**src/rtl/sram_arbiter_pkg.sv**
```systemverilog
// Shared types and default sizing for the SRAM arbiter between fetch and data ports.
package sram_arbiter_pkg;

    localparam int unsigned DEF_ADDR_W  = 32;
    localparam int unsigned DEF_DATA_W  = 32;
    localparam int unsigned DEF_TIMEOUT = 15;

    localparam int unsigned STALL_W       = 6;
    localparam int unsigned STALL_IF_BIT  = 1;
    localparam int unsigned STALL_MEM_BIT = 3;

    typedef enum logic [1:0] {
        SRAM_IDLE   = 2'd0,
        SRAM_BUSY_D = 2'd1,
        SRAM_BUSY_I = 2'd2
    } sram_state_e;

endpackage

```
**src/rtl/sram_arbiter.sv**
```systemverilog
// Serialises fetch and data accesses onto one ack-handshaked SRAM; buffers each port's
// result while the pipeline is frozen and raises per-port stall requests.
module sram_arbiter
    import sram_arbiter_pkg::*;
#(
    parameter int unsigned ADDR_W  = DEF_ADDR_W,
    parameter int unsigned DATA_W  = DEF_DATA_W,
    parameter int unsigned TIMEOUT = DEF_TIMEOUT
) (
    input  logic                clk,
    input  logic                rst,
    input  logic [STALL_W-1:0]  stall_i,

    input  logic                if_ce_i,
    input  logic [ADDR_W-1:0]   if_addr_i,
    output logic [DATA_W-1:0]   if_data_o,
    output logic                stallreq_if_o,

    input  logic                mem_ce_i,
    input  logic                mem_we_i,
    input  logic [DATA_W/8-1:0] mem_sel_i,
    input  logic [ADDR_W-1:0]   mem_addr_i,
    input  logic [DATA_W-1:0]   mem_data_i,
    output logic [DATA_W-1:0]   mem_data_o,
    output logic                stallreq_mem_o,

    output logic                sram_ce_o,
    output logic                sram_we_o,
    output logic [DATA_W/8-1:0] sram_sel_o,
    output logic [ADDR_W-1:0]   sram_addr_o,
    output logic [DATA_W-1:0]   sram_data_o,
    input  logic [DATA_W-1:0]   sram_data_i,
    input  logic                sram_ack_i,
    output logic                bus_err_o
);

    localparam int unsigned SEL_W = DATA_W / 8;
    localparam int unsigned TMO_W = $clog2(TIMEOUT + 1);

    sram_state_e         r_state, w_state_nxt;
    logic                r_ce, w_ce_nxt;
    logic                r_we, w_we_nxt;
    logic [SEL_W-1:0]    r_sel, w_sel_nxt;
    logic [ADDR_W-1:0]   r_addr, w_addr_nxt;
    logic [DATA_W-1:0]   r_wdata, w_wdata_nxt;
    logic [DATA_W-1:0]   r_if_buf, w_if_buf_nxt;
    logic [DATA_W-1:0]   r_mem_buf, w_mem_buf_nxt;
    logic                r_i_done, w_i_done_nxt;
    logic                r_d_done, w_d_done_nxt;
    logic [TMO_W-1:0]    r_tmo, w_tmo_nxt;
    logic                r_err, w_err_nxt;

    logic                w_if_pend;
    logic                w_mem_pend;
    logic                w_if_frozen;
    logic                w_mem_frozen;
    logic                w_unused_stall;

    assign w_if_frozen    = stall_i[STALL_IF_BIT];
    assign w_mem_frozen   = stall_i[STALL_MEM_BIT];
    assign w_unused_stall = ^{stall_i[5:4], stall_i[2], stall_i[0]};

    assign w_if_pend  = if_ce_i  & ~r_i_done;
    assign w_mem_pend = mem_ce_i & ~r_d_done;

    assign stallreq_if_o  = w_if_pend;
    assign stallreq_mem_o = w_mem_pend;

    assign if_data_o   = r_if_buf;
    assign mem_data_o  = r_mem_buf;
    assign sram_ce_o   = r_ce;
    assign sram_we_o   = r_we;
    assign sram_sel_o  = r_sel;
    assign sram_addr_o = r_addr;
    assign sram_data_o = r_wdata;
    assign bus_err_o   = r_err;

    always_ff @(posedge clk) begin
        if (rst) begin
            r_state   <= SRAM_IDLE;
            r_ce      <= 1'b0;
            r_we      <= 1'b0;
            r_sel     <= '0;
            r_addr    <= '0;
            r_wdata   <= '0;
            r_if_buf  <= '0;
            r_mem_buf <= '0;
            r_i_done  <= 1'b0;
            r_d_done  <= 1'b0;
            r_tmo     <= '0;
            r_err     <= 1'b0;
        end else begin
            r_state   <= w_state_nxt;
            r_ce      <= w_ce_nxt;
            r_we      <= w_we_nxt;
            r_sel     <= w_sel_nxt;
            r_addr    <= w_addr_nxt;
            r_wdata   <= w_wdata_nxt;
            r_if_buf  <= w_if_buf_nxt;
            r_mem_buf <= w_mem_buf_nxt;
            r_i_done  <= w_i_done_nxt;
            r_d_done  <= w_d_done_nxt;
            r_tmo     <= w_tmo_nxt;
            r_err     <= w_err_nxt;
        end
    end

    // Done flags survive only while the owning stage is frozen; a completion re-sets them.
    always_comb begin
        w_state_nxt   = r_state;
        w_ce_nxt      = r_ce;
        w_we_nxt      = r_we;
        w_sel_nxt     = r_sel;
        w_addr_nxt    = r_addr;
        w_wdata_nxt   = r_wdata;
        w_if_buf_nxt  = r_if_buf;
        w_mem_buf_nxt = r_mem_buf;
        w_i_done_nxt  = r_i_done & w_if_frozen;
        w_d_done_nxt  = r_d_done & w_mem_frozen;
        w_tmo_nxt     = r_tmo;
        w_err_nxt     = 1'b0;

        case (r_state)
            SRAM_IDLE: begin
                if (w_mem_pend) begin
                    w_state_nxt = SRAM_BUSY_D;
                    w_ce_nxt    = 1'b1;
                    w_we_nxt    = mem_we_i;
                    w_sel_nxt   = mem_sel_i;
                    w_addr_nxt  = mem_addr_i;
                    w_wdata_nxt = mem_data_i;
                    w_tmo_nxt   = '0;
                end else if (w_if_pend) begin
                    w_state_nxt = SRAM_BUSY_I;
                    w_ce_nxt    = 1'b1;
                    w_we_nxt    = 1'b0;
                    w_sel_nxt   = '1;
                    w_addr_nxt  = if_addr_i;
                    w_wdata_nxt = '0;
                    w_tmo_nxt   = '0;
                end
            end

            SRAM_BUSY_D, SRAM_BUSY_I: begin
                if (sram_ack_i || (r_tmo == TMO_W'(TIMEOUT - 1))) begin
                    w_state_nxt = SRAM_IDLE;
                    w_ce_nxt    = 1'b0;
                    w_we_nxt    = 1'b0;
                    w_err_nxt   = ~sram_ack_i;
                    if (r_state == SRAM_BUSY_D) begin
                        w_d_done_nxt  = 1'b1;
                        w_mem_buf_nxt = (sram_ack_i && !r_we) ? sram_data_i : '0;
                    end else begin
                        w_i_done_nxt  = 1'b1;
                        w_if_buf_nxt  = sram_ack_i ? sram_data_i : '0;
                    end
                end else begin
                    w_tmo_nxt = r_tmo + TMO_W'(1);
                end
            end

            default: begin
                w_state_nxt = SRAM_IDLE;
                w_ce_nxt    = 1'b0;
                w_we_nxt    = 1'b0;
            end
        endcase
    end

endmodule

```
**config.mk**
```make
export PLATFORM = sky130hd
export DESIGN_NAME = sram_arbiter
export DESIGN_NICKNAME = d
export VERILOG_FILES = /design/src/rtl/sram_arbiter_pkg.sv /design/src/rtl/sram_arbiter.sv
export SDC_FILE = /design/constraint.sdc
export NUM_CORES = 1
export LEC_CHECK = 0
export ABC_AREA = 1
export BUFFER_PORTS_ARGS = -buffer_cell sky130_fd_sc_hd__buf_2
export CORE_ASPECT_RATIO = 1.4
export CORE_MARGIN = 4
export CORE_UTILIZATION = 50
export DETAILED_ROUTE_END_ITERATION = 6
export PLACE_DENSITY = 0.83
export SYNTH_ARGS = -nofsm -noshare
export SYNTH_HDL_FRONTEND = slang
export SYNTH_SLANG_ARGS = --single-unit
```
**constraint.sdc**
```tcl
create_clock -name clk -period 2.9 [get_ports clk]
set_clock_uncertainty 0.15 [all_clocks]
set_input_delay 0.29 -clock clk [delete_from_list [all_inputs] [get_ports clk]]
set_output_delay 0.29 -clock clk [all_outputs]
set_load 0.01 [all_outputs]
```
==> results.sh <==
export IMPL_p_per_area_mw_per_mm2=657
export IMPL_synthTopCellsByCount="nand2_1, dfxtp_1, nor2_1, a21oi_1, inv_1"
export IMPL_holdPathEnd="sram_we_o$_SDFFE_PP0P_"
export IMPL_first_pass_iters=7
export IMPL_synth_top_cell_area_share=0.481
export IMPL_grt_overflow_total=0
export IMPL_finalSetupViolations=0
export IMPL_worstPathMaxFanout=64
export IMPL_r2r_end="mem_data_o[14]$_SDFFE_PP0P_"
export IMPL_final_net_count=1351
export IMPL_synthesis_nets=1028
export IMPL_clockBufferDepth=2
export IMPL_cts_buffers=17
export IMPL_drt_wirelength_per_cell_um=14.7
export IMPL_status="completed"
export IMPL_cts_sinks=143
export IMPL_hp_start="mem_we_i"
export IMPL_synth_most_common_cell="nand2_1"
export IMPL_yosysSeqAreaShare=0.481
export IMPL_synthCells=879
export IMPL_drt_total_wl_um=20000
export IMPL_drc=0
export IMPL_clkLatencyLatePin_ps=410
export IMPL_yosysTopAreaCell="dfxtp_1"
export IMPL_synth_compound_area_frac=0.125
export IMPL_required_ps=3060
export IMPL_r2r_slack_ps=670
export IMPL_cts_root_buf="clkbuf_16"
export IMPL_synth_mux_area_frac=0
export IMPL_cp_end_kind="register"
export IMPL_hpwlAfterDp_um=12500
export IMPL_antenna_found_initial=1
export IMPL_synth_xor_area_share=0
export IMPL_die_h_um=137
export IMPL_drv_slew=0
export IMPL_htree_levels=4
export IMPL_rows=46
export IMPL_synth_seq_cells=143
export IMPL_cp_arrival_ps=2390
export IMPL_antenna_left=0
export IMPL_start_util=0.517
export IMPL_finalHoldViolations=0
export IMPL_synth_area_per_cell_um2=6.77
export IMPL_setup_tns_final_ps=0
export IMPL_maxSlewHeadroom=0.561
export IMPL_fin_crit_sh=0.771
export IMPL_holdPathStages=3
export IMPL_gp_congestion=0.856
export IMPL_synth_area_top_cells="dfxtp_1, nand2_1, nor2_1, a21oi_1, o21ai_0"
export IMPL_vias_per_cell=4.98
export IMPL_die_area_mm2=0.0137
export IMPL_core_mm2=0.0115
export IMPL_synth_top_family_by_area="simple AND/OR/NAND/NOR gates"
export IMPL_synth_flop_cell="dfxtp_1"
export IMPL_netlist_area_mm2=0.00595
export IMPL_r2r_start="r_state[0]$_SDFFE_PP0P_"
export IMPL_final_layout_size_suffix_gt1_frac=0.273
export IMPL_yosys_area_share_simple=0.300
export IMPL_hp_class="input port to register"
export IMPL_area_delta_synth_final_pct=45.9
export IMPL_yosys_warnings=0
export IMPL_grt_max_degree=65
export IMPL_clkTransAtPathRegs_ps=60
export IMPL_postCtsSetupRepairBufs=0
export IMPL_cts_tree="done"
export IMPL_via_count=6766
export IMPL_grt_pass1_wl_um=31000
export IMPL_max_slew_worst_pin_slew_ps=658
export IMPL_cp_start_kind="register"
export IMPL_max_freq_mhz=447
export IMPL_yosys_area_share_adder=0.0105
export IMPL_cts_hold_buf=68
export IMPL_async_flop_share=0
export IMPL_ys_types=21
export IMPL_drt_initial_drc_count=330
export IMPL_worstSetupPathType="register to register"
export IMPL_rsz0062_at_grt="no"
export IMPL_synth_edff_count=0
export IMPL_grt_pass1_vias=6397
export IMPL_ir_drop_mv=0.434
export IMPL_die_width_um=100
export IMPL_min_period_ps=2230
export IMPL_cts_resized=0
export IMPL_grt_use_total=0.283
export IMPL_p_leak_nw=4.62
export IMPL_portBuffers=276
export IMPL_cap_violations=0
export IMPL_io_pins=281
export IMPL_hold_worst_slack_ps=18.6
export IMPL_reg2reg_depth=9
-- power by group --
part | switching [W] | internal (W)
Sequential | 0.000103 | 0.00217
Combinational | 0.000714 | 0.000464
Clock | 0.000857 | 0.00140
Total | 0.00167 | 0.00403
-- stage by stage --
| stage | power (W) | util | setup slack, ps | cell area [um^2] | std cells |
|---|---|---|---|---|---|
| floorplan | 0.00294 | - | 1200 | 5950 | 879 |
| global placement | 0.00336 | 0.641 | 856 | 7380 | 1259 |
| detailed placement | 0.00338 | 0.641 | 811 | 7380 | 1259 |
| CTS | 0.00571 | 0.754 | 688 | 8680 | 1359 |
| global route | 0.00597 | 0.754 | 498 | 8680 | 1360 |
| finish | 0.00570 | 0.754 | 665 | 8680 | 1360 |
-- flip-flops by register name, indices dropped and copies added (netlist names) --
register	cells
sram_sel_o	4
if_data_o	32
sram_data_o	32
r_i_done	1
r_tmo	4
r_state	2
mem_data_o	32
sram_we_o	1
sram_addr_o	32
r_d_done	1
bus_err_o	1
sram_ce_o	1
-- how the worst max path moves through the flow --
stage / slack [ps] / endpoint / start
6_report: 670 / mem_data_o[14]$_SDFFE_PP0P_ / r_state[0]$_SDFFE_PP0P_
5_1_grt: 500 / mem_data_o[14]$_SDFFE_PP0P_ / r_state[0]$_SDFFE_PP0P_
4_1_cts: 690 / stallreq_mem_o / r_d_done$_SDFF_PP0_
3_5_place_dp: 810 / mem_data_o[21]$_SDFFE_PP0P_ / r_state[0]$_SDFFE_PP0P_
3_3_place_gp: 860 / mem_data_o[1]$_SDFFE_PP0P_ / r_state[0]$_SDFFE_PP0P_
2_1_floorplan: 1200 / mem_data_o[11]$_SDFFE_PP0P_ / r_state[0]$_SDFFE_PP0P_
-- final cells by class --
class	count	area, um^2
flip-flops and latches	143	2860
fillers	836	2830
multi-input cells	619	2600
repair buffers	357	2180
clock buffers	19	453
inverters	64	240
well taps	144	180
clock inverters	13	163
diodes	1	2.50
-- per-layer routing --
layer  up-vias  global-route usage  wire (um)
met5         -                   0          0
li1       3361                   -          -
met3        53              0.0887       1880
met2       316               0.496      10200
met4         0               0.127        633
met1      3036               0.310       7280
-- critical path, stage by stage (launching register included) --
cell	delay (ps)
dfxtp_1	380
inv_1	60
ha_1	350
inv_1	150
a21oi_2	70
nand2_2	60
buf_4	510
nand2_1	180
nand2_1	130
nor2_1	60
-- cell families (layout without fill, tap and decap cells) --
| group | Yosys count | after routing |
|---|---|---|
| compound gates | 147 | 147 |
| simple gates | 467 | 467 |
| fa+ha+maj | 5 | 5 |
| buf+inv | 117 | 453 |
| other cells | 0 | 1 |
| flops | 143 | 143 |
-- cells in the final DEF, fill, tap and decap left out, types with 5 or more instances in the layout --
cell / synthesis / layout
nor2_1: 140 / 139
nand2_1: 309 / 309
dlygate4sd3_1: 0 / 68
dfxtp_1: 143 / 143
o21ai_0: 53 / 53
clkbuf_16: 0 / 17
buf_2: 23 / 276
ha_1: 5 / 5
inv_1: 63 / 62
buf_4: 1 / 11
nand3_1: 10 / 10
a21oi_1: 92 / 92
Note: power is estimated with default switching activity, not from simulation.
